$ cat config.mk
export PLATFORM = sky130hd
export DESIGN_NAME = alu_op_sequencer_flat
export DESIGN_NICKNAME = d
export VERILOG_FILES = /design/src/rtl/alu_pkg.sv /design/src/rtl/alu_op_sequencer_if.sv /design/src/rtl/alu_req_fifo.sv /design/src/rtl/alu_op_sequencer.sv /design/src/flat_wrapper.sv
export SDC_FILE = /design/constraint.sdc
export NUM_CORES = 1
export LEC_CHECK = 0
export ABC_AREA = 1
export BUFFER_PORTS_ARGS = -buffer_cell sky130_fd_sc_hd__buf_2
export CORE_UTILIZATION = 50
export CTS_BUF_LIST = sky130_fd_sc_hd__clkbuf_16
export CTS_CLUSTER_DIAMETER = 100
export DETAILED_ROUTE_END_ITERATION = 8
export PLACE_DENSITY = 0.72
export SYNTH_ARGS = -nofsm -noshare
export SYNTH_HDL_FRONTEND = slang
export SYNTH_HIERARCHICAL = 1
export SYNTH_SLANG_ARGS = --single-unit
$ cat constraint.sdc
create_clock -name CLK -period 2.62 [get_ports CLK]
set_input_delay 0.262 -clock CLK [delete_from_list [all_inputs] [get_ports CLK]]
set_output_delay 0.262 -clock CLK [all_outputs]
set_load 0.02 [all_outputs]
$ cat src/rtl/alu_pkg.sv
// Shared types and constants for the ALU operation sequencer.
package alu_pkg;

    // Sequencer FSM states; each state names what the ALU-side outputs carry.
    typedef enum logic [1:0] {
        IDLE    = 2'd0,
        ISSUE_A = 2'd1,
        ISSUE_B = 2'd2,
        HOLD    = 2'd3
    } seq_state_t;

    // INP_VALID encodings.
    localparam logic [1:0] IV_NONE = 2'b00;
    localparam logic [1:0] IV_A    = 2'b01;
    localparam logic [1:0] IV_B    = 2'b10;
    localparam logic [1:0] IV_BOTH = 2'b11;

    // Arithmetic-mode command codes (MODE=1).
    typedef enum logic [3:0] {
        CMD_ADD     = 4'd0,
        CMD_SUB     = 4'd1,
        CMD_ADD_CIN = 4'd2,
        CMD_SUB_CIN = 4'd3,
        CMD_INC_A   = 4'd4,
        CMD_DEC_A   = 4'd5,
        CMD_INC_B   = 4'd6,
        CMD_DEC_B   = 4'd7,
        CMD_CMP     = 4'd8,
        CMD_MUL_INC = 4'd9,
        CMD_MUL_SHL = 4'd10
    } arith_cmd_t;

    // Logical-mode command codes (MODE=0).
    typedef enum logic [3:0] {
        CMD_AND  = 4'd0,
        CMD_NAND = 4'd1,
        CMD_OR   = 4'd2,
        CMD_NOR  = 4'd3,
        CMD_XOR  = 4'd4,
        CMD_XNOR = 4'd5,
        CMD_NOTA = 4'd6,
        CMD_NOTB = 4'd7
    } logic_cmd_t;

    // Multiply commands need idle cycles after their last beat.
    function automatic logic is_mul(input logic mode, input logic [3:0] cmd);
        return mode && ((cmd == CMD_MUL_INC) || (cmd == CMD_MUL_SHL));
    endfunction

endpackage

$ cat src/rtl/alu_op_sequencer_if.sv
// Request and ALU-side signal bundle for the ALU operation sequencer.
interface alu_op_sequencer_if #(
    parameter int WIDTH = 8
);
    logic             EN;
    logic             REQ_VALID;
    logic             REQ_READY;
    logic             REQ_MODE;
    logic [3:0]       REQ_CMD;
    logic [WIDTH-1:0] REQ_OPA;
    logic [WIDTH-1:0] REQ_OPB;
    logic             REQ_CIN;
    logic             REQ_SPLIT;
    logic [1:0]       INP_VALID;
    logic             MODE;
    logic [3:0]       CMD;
    logic             CE;
    logic [WIDTH-1:0] OPA;
    logic [WIDTH-1:0] OPB;
    logic             CIN;
    logic [15:0]      ISSUE_CNT;

    modport master (
        output EN, REQ_VALID, REQ_MODE, REQ_CMD, REQ_OPA, REQ_OPB, REQ_CIN, REQ_SPLIT,
        input  REQ_READY, INP_VALID, MODE, CMD, CE, OPA, OPB, CIN, ISSUE_CNT
    );

    modport slave (
        input  EN, REQ_VALID, REQ_MODE, REQ_CMD, REQ_OPA, REQ_OPB, REQ_CIN, REQ_SPLIT,
        output REQ_READY, INP_VALID, MODE, CMD, CE, OPA, OPB, CIN, ISSUE_CNT
    );
endinterface

$ cat src/rtl/alu_req_fifo.sv
// Request FIFO: DEPTH entries of WIDTH bits, full blocks pushes even when popping.
module alu_req_fifo #(
    parameter int WIDTH = 8,
    parameter int DEPTH = 4
) (
    input  logic             CLK,
    input  logic             RST_N,
    input  logic             push,
    input  logic             pop,
    input  logic [WIDTH-1:0] wdata,
    output logic [WIDTH-1:0] rdata,
    output logic             full,
    output logic             empty
);
    localparam int AW = $clog2(DEPTH);

    logic [WIDTH-1:0] mem [DEPTH];
    logic [AW-1:0]    wr_ptr;
    logic [AW-1:0]    rd_ptr;
    logic [AW:0]      count;
    logic             do_push;
    logic             do_pop;

    assign full    = (count == (AW+1)'(DEPTH));
    assign empty   = (count == '0);
    assign do_push = push && !full;
    assign do_pop  = pop && !empty;
    assign rdata   = mem[rd_ptr];

    // Pointer and occupancy bookkeeping.
    always_ff @(posedge CLK or negedge RST_N) begin
        if (!RST_N) begin
            wr_ptr <= '0;
            rd_ptr <= '0;
            count  <= '0;
        end else begin
            if (do_push) wr_ptr <= wr_ptr + 1'b1;
            if (do_pop)  rd_ptr <= rd_ptr + 1'b1;
            case ({do_push, do_pop})
                2'b10:   count <= count + 1'b1;
                2'b01:   count <= count - 1'b1;
                default: ;
            endcase
        end
    end

    // Storage write; contents need no reset because occupancy gates every read.
    always_ff @(posedge CLK) begin
        if (do_push) mem[wr_ptr] <= wdata;
    end
endmodule

$ cat src/rtl/alu_op_sequencer.sv
// Sequences buffered ALU requests into registered operand beats for the ALU.
module alu_op_sequencer
    import alu_pkg::*;
#(
    parameter int WIDTH   = 8,
    parameter int DEPTH   = 4,
    parameter int MUL_GAP = 2
) (
    input logic               CLK,
    input logic               RST_N,
    alu_op_sequencer_if.slave bus
);
    localparam int              REQ_W    = 2*WIDTH + 7;
    localparam int              GAP_W    = (MUL_GAP > 1) ? $clog2(MUL_GAP) : 1;
    localparam logic [GAP_W-1:0] GAP_LOAD = GAP_W'((MUL_GAP > 0) ? MUL_GAP - 1 : 0);
    localparam bit              HAS_GAP  = (MUL_GAP > 0);

    logic [REQ_W-1:0] wdata;
    logic [REQ_W-1:0] head;
    logic             fifo_full;
    logic             fifo_empty;
    logic             push;
    logic             pop;
    logic             ready_ok;

    seq_state_t       state_q, state_d;
    logic [GAP_W-1:0] hold_q, hold_d;
    logic             tail_q, tail_d;
    logic [WIDTH-1:0] pend_q, pend_d;
    logic [1:0]       iv_q, iv_d;
    logic             mode_q, mode_d;
    logic [3:0]       cmd_q, cmd_d;
    logic [WIDTH-1:0] opa_q, opa_d;
    logic [WIDTH-1:0] opb_q, opb_d;
    logic             cin_q, cin_d;
    logic [15:0]      cnt_q, cnt_d;
    logic             ce_q;
    logic             slot;

    logic             head_split;
    logic             head_cin;
    logic             head_mode;
    logic [3:0]       head_cmd;
    logic [WIDTH-1:0] head_opa;
    logic [WIDTH-1:0] head_opb;

    assign wdata = {bus.REQ_SPLIT, bus.REQ_CIN, bus.REQ_MODE, bus.REQ_CMD, bus.REQ_OPA, bus.REQ_OPB};
    assign {head_split, head_cin, head_mode, head_cmd, head_opa, head_opb} = head;

    assign bus.REQ_READY = ready_ok && !fifo_full;
    assign push          = bus.REQ_VALID && bus.REQ_READY;

    alu_req_fifo #(
        .WIDTH (REQ_W),
        .DEPTH (DEPTH)
    ) u_fifo (
        .CLK   (CLK),
        .RST_N (RST_N),
        .push  (push),
        .pop   (pop),
        .wdata (wdata),
        .rdata (head),
        .full  (fifo_full),
        .empty (fifo_empty)
    );

    // Keeps REQ_READY low until the first clock edge after reset release.
    always_ff @(posedge CLK or negedge RST_N) begin
        if (!RST_N) ready_ok <= 1'b0;
        else        ready_ok <= 1'b1;
    end

    // Next-state and next-output decision; tail_q marks a just-issued final multiply beat.
    always_comb begin
        state_d = state_q;
        hold_d  = hold_q;
        tail_d  = tail_q;
        pend_d  = pend_q;
        iv_d    = IV_NONE;
        mode_d  = mode_q;
        cmd_d   = cmd_q;
        opa_d   = opa_q;
        opb_d   = opb_q;
        cin_d   = cin_q;
        cnt_d   = cnt_q;
        pop     = 1'b0;
        slot    = 1'b0;

        if (bus.EN) begin
            case (state_q)
                IDLE, ISSUE_B: begin
                    if (tail_q) begin
                        state_d = HOLD;
                        hold_d  = GAP_LOAD;
                        tail_d  = 1'b0;
                    end else begin
                        slot = 1'b1;
                    end
                end
                ISSUE_A: begin
                    iv_d    = IV_B;
                    opb_d   = pend_q;
                    cnt_d   = cnt_q + 16'd1;
                    tail_d  = HAS_GAP && is_mul(mode_q, cmd_q);
                    state_d = ISSUE_B;
                end
                HOLD: begin
                    if (hold_q == '0) slot = 1'b1;
                    else              hold_d = hold_q - 1'b1;
                end
                default: ;
            endcase

            if (slot) begin
                state_d = IDLE;
                tail_d  = 1'b0;
                if (!fifo_empty) begin
                    pop    = 1'b1;
                    mode_d = head_mode;
                    cmd_d  = head_cmd;
                    opa_d  = head_opa;
                    cin_d  = head_cin;
                    if (head_split) begin
                        iv_d    = IV_A;
                        pend_d  = head_opb;
                        state_d = ISSUE_A;
                    end else begin
                        iv_d   = IV_BOTH;
                        opb_d  = head_opb;
                        cnt_d  = cnt_q + 16'd1;
                        tail_d = HAS_GAP && is_mul(head_mode, head_cmd);
                    end
                end
            end
        end
    end

    // State, hold counter and registered ALU-side outputs.
    always_ff @(posedge CLK or negedge RST_N) begin
        if (!RST_N) begin
            state_q <= IDLE;
            hold_q  <= '0;
            tail_q  <= 1'b0;
            pend_q  <= '0;
            iv_q    <= IV_NONE;
            mode_q  <= 1'b0;
            cmd_q   <= '0;
            opa_q   <= '0;
            opb_q   <= '0;
            cin_q   <= 1'b0;
            cnt_q   <= '0;
            ce_q    <= 1'b0;
        end else begin
            state_q <= state_d;
            hold_q  <= hold_d;
            tail_q  <= tail_d;
            pend_q  <= pend_d;
            iv_q    <= iv_d;
            mode_q  <= mode_d;
            cmd_q   <= cmd_d;
            opa_q   <= opa_d;
            opb_q   <= opb_d;
            cin_q   <= cin_d;
            cnt_q   <= cnt_d;
            ce_q    <= bus.EN;
        end
    end

    assign bus.INP_VALID = iv_q;
    assign bus.MODE      = mode_q;
    assign bus.CMD       = cmd_q;
    assign bus.OPA       = opa_q;
    assign bus.OPB       = opb_q;
    assign bus.CIN       = cin_q;
    assign bus.ISSUE_CNT = cnt_q;
    assign bus.CE        = ce_q;
endmodule

$ cat src/flat_wrapper.sv
// flat-port wrapper written by rule: the top's interface ports become plain ports
module alu_op_sequencer_flat import alu_pkg::*;
#(
    parameter int WIDTH   = 8,
    parameter int DEPTH   = 4,
    parameter int MUL_GAP = 2
)
  (CLK, RST_N, bus_EN, bus_REQ_VALID, bus_REQ_MODE, bus_REQ_CMD, bus_REQ_OPA, bus_REQ_OPB, bus_REQ_CIN, bus_REQ_SPLIT, bus_REQ_READY, bus_INP_VALID, bus_MODE, bus_CMD, bus_CE, bus_OPA, bus_OPB, bus_CIN, bus_ISSUE_CNT);
  alu_op_sequencer_if #(.WIDTH(WIDTH)) bus_i ();
  input logic CLK;
  input logic RST_N;
  input wire logic [$bits(bus_i.EN)-1:0] bus_EN;
  input wire logic [$bits(bus_i.REQ_VALID)-1:0] bus_REQ_VALID;
  input wire logic [$bits(bus_i.REQ_MODE)-1:0] bus_REQ_MODE;
  input wire logic [$bits(bus_i.REQ_CMD)-1:0] bus_REQ_CMD;
  input wire logic [$bits(bus_i.REQ_OPA)-1:0] bus_REQ_OPA;
  input wire logic [$bits(bus_i.REQ_OPB)-1:0] bus_REQ_OPB;
  input wire logic [$bits(bus_i.REQ_CIN)-1:0] bus_REQ_CIN;
  input wire logic [$bits(bus_i.REQ_SPLIT)-1:0] bus_REQ_SPLIT;
  output wire logic [$bits(bus_i.REQ_READY)-1:0] bus_REQ_READY;
  output wire logic [$bits(bus_i.INP_VALID)-1:0] bus_INP_VALID;
  output wire logic [$bits(bus_i.MODE)-1:0] bus_MODE;
  output wire logic [$bits(bus_i.CMD)-1:0] bus_CMD;
  output wire logic [$bits(bus_i.CE)-1:0] bus_CE;
  output wire logic [$bits(bus_i.OPA)-1:0] bus_OPA;
  output wire logic [$bits(bus_i.OPB)-1:0] bus_OPB;
  output wire logic [$bits(bus_i.CIN)-1:0] bus_CIN;
  output wire logic [$bits(bus_i.ISSUE_CNT)-1:0] bus_ISSUE_CNT;
  assign bus_i.EN = bus_EN;
  assign bus_i.REQ_VALID = bus_REQ_VALID;
  assign bus_i.REQ_MODE = bus_REQ_MODE;
  assign bus_i.REQ_CMD = bus_REQ_CMD;
  assign bus_i.REQ_OPA = bus_REQ_OPA;
  assign bus_i.REQ_OPB = bus_REQ_OPB;
  assign bus_i.REQ_CIN = bus_REQ_CIN;
  assign bus_i.REQ_SPLIT = bus_REQ_SPLIT;
  assign bus_REQ_READY = bus_i.REQ_READY;
  assign bus_INP_VALID = bus_i.INP_VALID;
  assign bus_MODE = bus_i.MODE;
  assign bus_CMD = bus_i.CMD;
  assign bus_CE = bus_i.CE;
  assign bus_OPA = bus_i.OPA;
  assign bus_OPB = bus_i.OPB;
  assign bus_CIN = bus_i.CIN;
  assign bus_ISSUE_CNT = bus_i.ISSUE_CNT;
  alu_op_sequencer #(.WIDTH(WIDTH), .DEPTH(DEPTH), .MUL_GAP(MUL_GAP)) u_core (.CLK(CLK), .RST_N(RST_N), .bus(bus_i));
endmodule
==> impl_metrics.tcl, run 1 <==
set metrics [dict create \
    area.growth.synth_to_final_pct 15.48 \
    dr.pass1.iters 5 \
    relSlewSlack_pct 55.68 \
    io_pins 69 \
    grt-ovfl-total 0 \
    setup_viol 0 \
    crit_path_end_kind "register" \
    grt_max_degree 47 \
    power.static_leakage_nw 3.664 \
    hold_viol 0 \
    postLayoutCellArea_um2 7889 \
    num_vias 4707 \
    drive_gt1_share_pct 17.93 \
    antenna_found_initial 0 \
    drc 0 \
    cts_root_buffer "clkbuf_16" \
    finish.net_count 774 \
    route.met2.wl_um 6943 \
    required_ns 2.93 \
    crit_start "u_core/u_fifo/count[0]$_DFFE_PN0P_" \
    max_stage_delay_ns 0.39 \
    max-cap-violations 0 \
    routedLengthMet1_um 5815 \
    crit_chain "inv_1 > nand3_1 > inv_1 > nor2_1 > nand2_4 > inv_2 > nand2_1 > inv_1 > ha_1 > inv_1 > fa_1 > nand2_1 > nand3_1 > nand2_1 > nand2_1" \
    multiInputGateArea_um2 1951 \
    whs_ns 0.06315 \
    critPathKind "register to register" \
    dpl_cell_area_um2 7301 \
    r2r-end "u_core/u_fifo/count[2]$_DFFE_PN0P_" \
    clockBufferDepth 2 \
    syn_avg_cell_area_um2 10.30 \
    yosysSeqAreaShare_pct 62.78 \
    cp_data_arrival_time_ns 2.67 \
    slew_viol_final 0 \
    ant_nets 0 \
    power_density_nw_per_um2 1135 \
    dp_hpwl_um 8609 \
    area.sequential_um2 4289 \
    dr_wl_met3_um 549 \
    syn_inst 663 \
    drt_iter0_markers 346 \
    die_y_um 118.9 \
    n_antenna_cell 0 \
    wire_per_inst_um 14.47 \
    hold_class "input pin to register" \
    setup_tns_ns 0 \
    status "finished, final reports clean" \
    fin_util_pct 59.34 \
    crit_fanout 4 \
    gp_congestion 0.7986 \
    clock_skew_ns 0.01063 \
    cp-start-kind "register" \
    grt_pass1_vias 4671 \
    final_cell_mix "209 x nand2_1, 103 x inv_1, 92 x edfxtp_1" \
    yosysUniqueCellTypes 33 \
    worst_pin_slew_ns 0.6648 \
    coreArea_um2 13300 \
    totalWireLength_um 13450 \
    rsz0062_at_grt "no" \
    final_common_cell "nand2_1" \
    peakVddDrop_mv 0.7718 \
    clock-sinks 153 \
    cp_top_family "simple AND/OR/NAND/NOR gates" \
    min_period_ns 2.362 \
    grt_pass1_wl_um 22200 \
    crit_buf_inv 5 \
    synth_warnings 6 \
    dieArea_um2 14130 \
    mappedNetlistNets 697 \
    finalNonFillerCells 929 \
    n_fill_cell 1086 \
    cts_max_level 4 \
    slowest_stage "fa_1" \
    rows 42 \
    dp_cells 896 \
    r2r_setup_slack_ns 0.26 \
    path_clk_slew_ns 0.06 \
    numCtsBuffers 17 \
    crit_cells 15 \
    vias_per_cell 5.067 \
    hold_buffers 1 \
    synthesis.area_um2 6832 \
    post_cts_resized 0 \
    setup.worst_path.end "u_core/u_fifo/count[2]$_DFFE_PN0P_" \
    rr_worst_depth 15 \
    grt_usage_pct 20.56 \
    fmax_mhz 423.3 \
    cts_tree "done" \
    routed.top_layer "met4" \
    postCtsSetupRepairBufs 0 \
    min_period_over_period_pct 90.16 \
    start_util_pct 51.38 \
    r2r_start "u_core/u_fifo/count[0]$_DFFE_PN0P_" \
    synth_seq_cells 153 \
    dieWidth_um 118.9 \
    clock_latency_ns 0.42 \
    port_buffers 68 \
]
[power breakdown]
part,switching [mW],total [mW],internal (mW)
Sequential,0.287,3.38,3.09
Clock,0.969,2.37,1.40
Combinational,2.21,3.20,0.986
[synthesized netlist by cell type]
master,count,area share [%]
xor2_2,1,0.24
nand3_1,35,2.6
nor2_8,1,0.29
nor2_1,23,1.3
o211ai_2,3,0.55
ha_1,6,1.1
a21oi_1,2,0.15
nand2_2,3,0.27
o21ai_1,4,0.29
nand2_4,4,0.66
o21ai_2,2,0.26
dfrtp_1,61,22
fa_1,1,0.29
nor2_4,2,0.33
buf_6,13,2.1
inv_2,3,0.16
clkbuf_1,3,0.16
o211ai_1,43,4.7
nor3b_1,1,0.11
nand3b_1,4,0.44
buf_2,5,0.37
buf_4,2,0.22
o21ai_0,20,1.5
clkbuf_8,1,0.20
and3b_1,1,0.13
inv_1,101,5.5
conb_1,1,0.055
o21bai_2,2,0.33
xnor2_1,5,0.64
nor3_1,3,0.22
nand2_1,209,11
nand4_1,6,0.55
edfxtp_1,92,40
[layout make-up]
type,count,area share (%)
Sequential cell,153,54.37
Multi-Input combinational cell,382,24.73
Tap cell,176,2.791
Clock inverter,15,1.935
Clock buffer,17,5.393
Inverter,104,4.948
Timing Repair Buffer,82,5.837
[per-layer routing]
metal | vias to the layer above | track usage [%]
li1 | 2319 | -
met2 | 129 | 36.11
met5 | - | 0
met1 | 2247 | 24.30
met4 | 0 | 7.437
met3 | 12 | 5.316
[worst min-delay path by stage]
stage                         startpoint                             endpoint  slack [ns]  cells past startpoint
final                       bus_REQ_MODE   u_core/u_fifo/mem[1][20]$_DFFE_PP_        0.06                      1
after global routing      bus_REQ_OPA[6]   u_core/u_fifo/mem[1][14]$_DFFE_PP_        0.04                      1
after CTS                   bus_REQ_MODE   u_core/u_fifo/mem[1][20]$_DFFE_PP_        0.05                      1
after detailed placement           RST_N  u_core/bus.ISSUE_CNT[8]$_DFFE_PN0P_        0.33                      1
after global placement             RST_N  u_core/bus.ISSUE_CNT[8]$_DFFE_PN0P_        0.32                      1
after floorplan                    RST_N              u_core/bus.CE$_DFF_PN0_       -0.03                      0
[metrics by stage]
step	power [mW]	worst slack, ns
floorplan	5.911	0.1284
finish	8.956	0.2579
detailed placement	6.609	0.3681
CTS	9.029	0.2927
global route	9.544	0.07071
global placement	6.483	0.4806
[registers in the layout, indices dropped and copies added (netlist names)]
name,cells
u_core/u_fifo/mem,92
u_core/bus.ISSUE_CNT,16
u_core/bus.OPA,8
u_core/bus.OPB,8
u_core/pend_q,8
u_core/bus.CMD,4
u_core/u_fifo/count,3
u_core/bus.INP_VALID,2
u_core/state_q,2
u_core/u_fifo/rd_ptr,2
u_core/u_fifo/wr_ptr,2
u_core/bus.CE,1
u_core/bus.CIN,1
u_core/bus.MODE,1
u_core/hold_q,1
u_core/ready_ok,1
u_core/tail_q,1
[kinds of logic after synthesis]
logic type	count (synthesis)	share of synthesized area, %
XOR/XNOR	6	0.8792
buffers and inverters	128	8.809
flip-flops	153	62.78
other	1	0.05489
AO/OA/AOI/OAI	76	7.766
adder cells (fa/ha/maj)	7	1.392
AND/OR/NAND/NOR	292	18.32
No activity file was read; power rests on OpenSTA's default activity.
==> inputs of run 2 (changes only) <==
--- a/config.mk
+++ b/config.mk
@@ -14,5 +14,4 @@
 export PLACE_DENSITY = 0.72
 export SYNTH_ARGS = -nofsm -noshare
 export SYNTH_HDL_FRONTEND = slang
-export SYNTH_HIERARCHICAL = 1
 export SYNTH_SLANG_ARGS = --single-unit
==> impl_metrics.tcl, run 2 <==
set metrics [dict create \
    status "finished, final reports clean" \
    async_reset_ff_share_pct 39.87 \
    cp_data_arrival_time_ns 2.54 \
    setup_viol 0 \
    num_vias 4331 \
    vias_per_cell 5.060 \
    finalPower_mw 8.844 \
    cp_top_family "adder cells" \
    min_period_over_period_pct 85.69 \
    rsz0062_at_grt "no" \
    crit_path_end_kind "register" \
    grt.busiest_layer "met2" \
    synth_seq_cells 153 \
    gp_congestion 0.7973 \
    grt_pass1_vias 4220 \
    final_common_cell "nand2_1" \
    relSlewSlack_pct 51.20 \
    ant_nets 0 \
    n_fill_cell 994 \
    n_antenna_cell 0 \
    grt_pass1_wl_um 20450 \
    clkPwrFrac_pct 27.7 \
    coreArea_um2 12260 \
    min_period_ns 2.245 \
    power_density_nw_per_um2 1175 \
    yosysTopAreaCellShare_pct 43.20 \
    clock-sinks 153 \
    internal_power_mw 5.550 \
    yosysUniqueCellTypes 32 \
    synth.largest_area_cell "edfxtp_1" \
    rows 40 \
    dieArea_um2 13250 \
    worst_pin_slew_ns 0.7320 \
    antenna_found_initial 0 \
    finalNonFillerCells 856 \
    slew_viol_final 0 \
    yosysSeqAreaShare_pct 67.07 \
    hold_class "input pin to register" \
    drt_iter0_markers 245 \
    dpl_cell_area_um2 6917 \
    numCtsBuffers 17 \
    peakVddDrop_mv 0.4656 \
    drc 0 \
    grtUsageMet1_pct 26.72 \
    start_util_pct 52.15 \
    synth_commonest_cells "155 x nand2_1, 92 x edfxtp_1, 65 x nor2_1" \
    power.static_leakage_nw 3.252 \
    combPwrFrac_pct 33.8 \
    io_pins 69 \
    crit_chain "nand2_2 > nand3_2 > inv_1 > nand2_1 > inv_1 > ha_1 > inv_1 > fa_1 > a21oi_1 > o21ai_0 > xnor2_1" \
    grt-ovfl-total 0 \
    cts_max_level 4 \
    p_seq_share_pct 38.5 \
    dp_cells 823 \
    largest_reg_flops 92 \
    dieWidth_um 115.1 \
    path_clk_slew_ns 0.06 \
    regMostFlops "u_core.u_fifo.mem" \
    slowest_stage "dfrtp_1" \
    critPathKind "register to register" \
    drive_gt1_share_pct 18.75 \
    netlist_top_cells_area "edfxtp_1 43%, dfrtp_1 24%, nand2_1 9.1%, nor2_1 3.8%, o21ai_0 3.2%" \
    met2_usage_pct 34.22 \
    synth_warnings 0 \
    use_met3_pct 3.848 \
    grt_max_degree 48 \
    postLayoutCellArea_um2 7530 \
    die_y_um 115.1 \
    max-cap-violations 0 \
    final_cell_mix "155 x nand2_1, 92 x edfxtp_1, 68 x buf_2" \
    fin_util_pct 61.41 \
    syn_avg_cell_area_um2 10.68 \
    synth_flop_cell "edfxtp_1" \
    wire_per_inst_um 14.47 \
    area.growth.synth_to_final_pct 17.75 \
    area.sequential_um2 4289 \
    required_ns 2.92 \
    port_buffers 68 \
    whs_ns 0.05848 \
    dr.pass1.iters 5 \
    p_sw_mw 3.294 \
    clockBufferDepth 2 \
    crit_buf_inv 3 \
    swShare_pct 37.25 \
    clock_skew_ns 0.006842 \
    crit_fanout 13 \
    yosysMostFrequentCell "nand2_1" \
    cpMostUsedCell "inv_1" \
    grt_usage_pct 20.82 \
    clock_latency_ns 0.42 \
    finish.net_count 709 \
    cp-start-kind "register" \
    cts_root_buffer "clkbuf_16" \
    totalWireLength_um 12390 \
    post_cts_resized 0 \
    dp_hpwl_um 7924 \
    synthesis.area_um2 6395 \
    fmax_mhz 445.4 \
    syn_inst 599 \
    hold_viol 0 \
    mappedNetlistNets 633 \
    synth-edff-count 92 \
    cts_tree "done" \
    max_stage_delay_ns 0.44 \
    multiInputGateArea_um2 1779 \
]
## run 2: changes by cell type in the layout (fill, tap and decap cells not counted), moves of 12 or more
cell      change
nand2_1      -54
a31oi_1      +12
o21ai_0      +21
nor2_1       +42
inv_1        -55
o211ai_1     -43
## run 2: kinds of logic after synthesis
group | share of synthesized area, %
flops | 67.07
buf+inv | 5.263
other cells | 0.05864
simple gates | 19.04
fa+ha+maj | 1.487
compound gates | 5.165
xor+xnor | 1.917
## run 2: path summary, 6_finish.rpt
kind | from | end | slack (ns) | depth (start not counted)
hold reg to reg | u_core.pend_q[2]$_DFFE_PN0P_ | u_core.pend_q[2]$_DFFE_PN0P_ | 0.48 | 2
hold / removal | bus_REQ_OPA[5] | u_core.u_fifo.mem[3][13]$_DFFE_PP_ | 0.06 | 1
max in group asynchronous | RST_N | u_core.pend_q[0]$_DFFE_PN0P_ | 1.55 | 3
setup reg to reg | u_core.state_q[0]$_DFFE_PN0P_ | u_core.u_fifo.count[2]$_DFFE_PN0P_ | 0.37 | 11
min in group asynchronous | RST_N | u_core.bus.ISSUE_CNT[11]$_DFFE_PN0P_ | 0.45 | 2
setup / recovery | u_core.state_q[0]$_DFFE_PN0P_ | u_core.u_fifo.count[2]$_DFFE_PN0P_ | 0.37 | 11
## run 2: layout make-up
cell class,instances,area share (%)
multi-input combinational,370,23.63
inverter,52,2.592
clock buffer,17,5.650
clock inverter,15,2.360
timing repair buffer,81,6.015
sequential,153,56.96
tap,168,2.792
## run 2: metal layers
| metal | vias to the layer above | share of wire (%) | routed length, µm |
|---|---|---|---|
| li1 | 2144 | - | - |
| met1 | 2064 | 45 | 5602 |
| met2 | 107 | 49 | 6046 |
| met3 | 16 | 4.5 | 553 |
| met4 | 0 | 1.5 | 184 |
| met5 | - | 0 | 0 |
## run 2: power by group through the flow
stage | sequential (mW) | combinational, mW | clock, mW
after floorplan | 3.70 | 1.94 | 0
after global placement | 3.42 | 2.91 | 0
after detailed placement | 3.45 | 3.01 | 0
after CTS | 3.41 | 3.01 | 2.49
after global routing | 3.47 | 3.39 | 2.59
final | 3.40 | 2.99 | 2.45
## run 2: what timing repair did
item	in CTS	in global routing
hold endpoints to repair	30	0
hold buffers	1	0
setup buffers	0	0
## run 2: through the flow
stage | setup TNS, ns | setup WS [ns]
6_report | 0 | 0.3748
3_3_place_gp | 0 | 0.4839
5_1_grt | 0 | 0.1708
4_1_cts | 0 | 0.3825
3_5_place_dp | 0 | 0.3929
2_1_floorplan | -3.713 | -0.04036
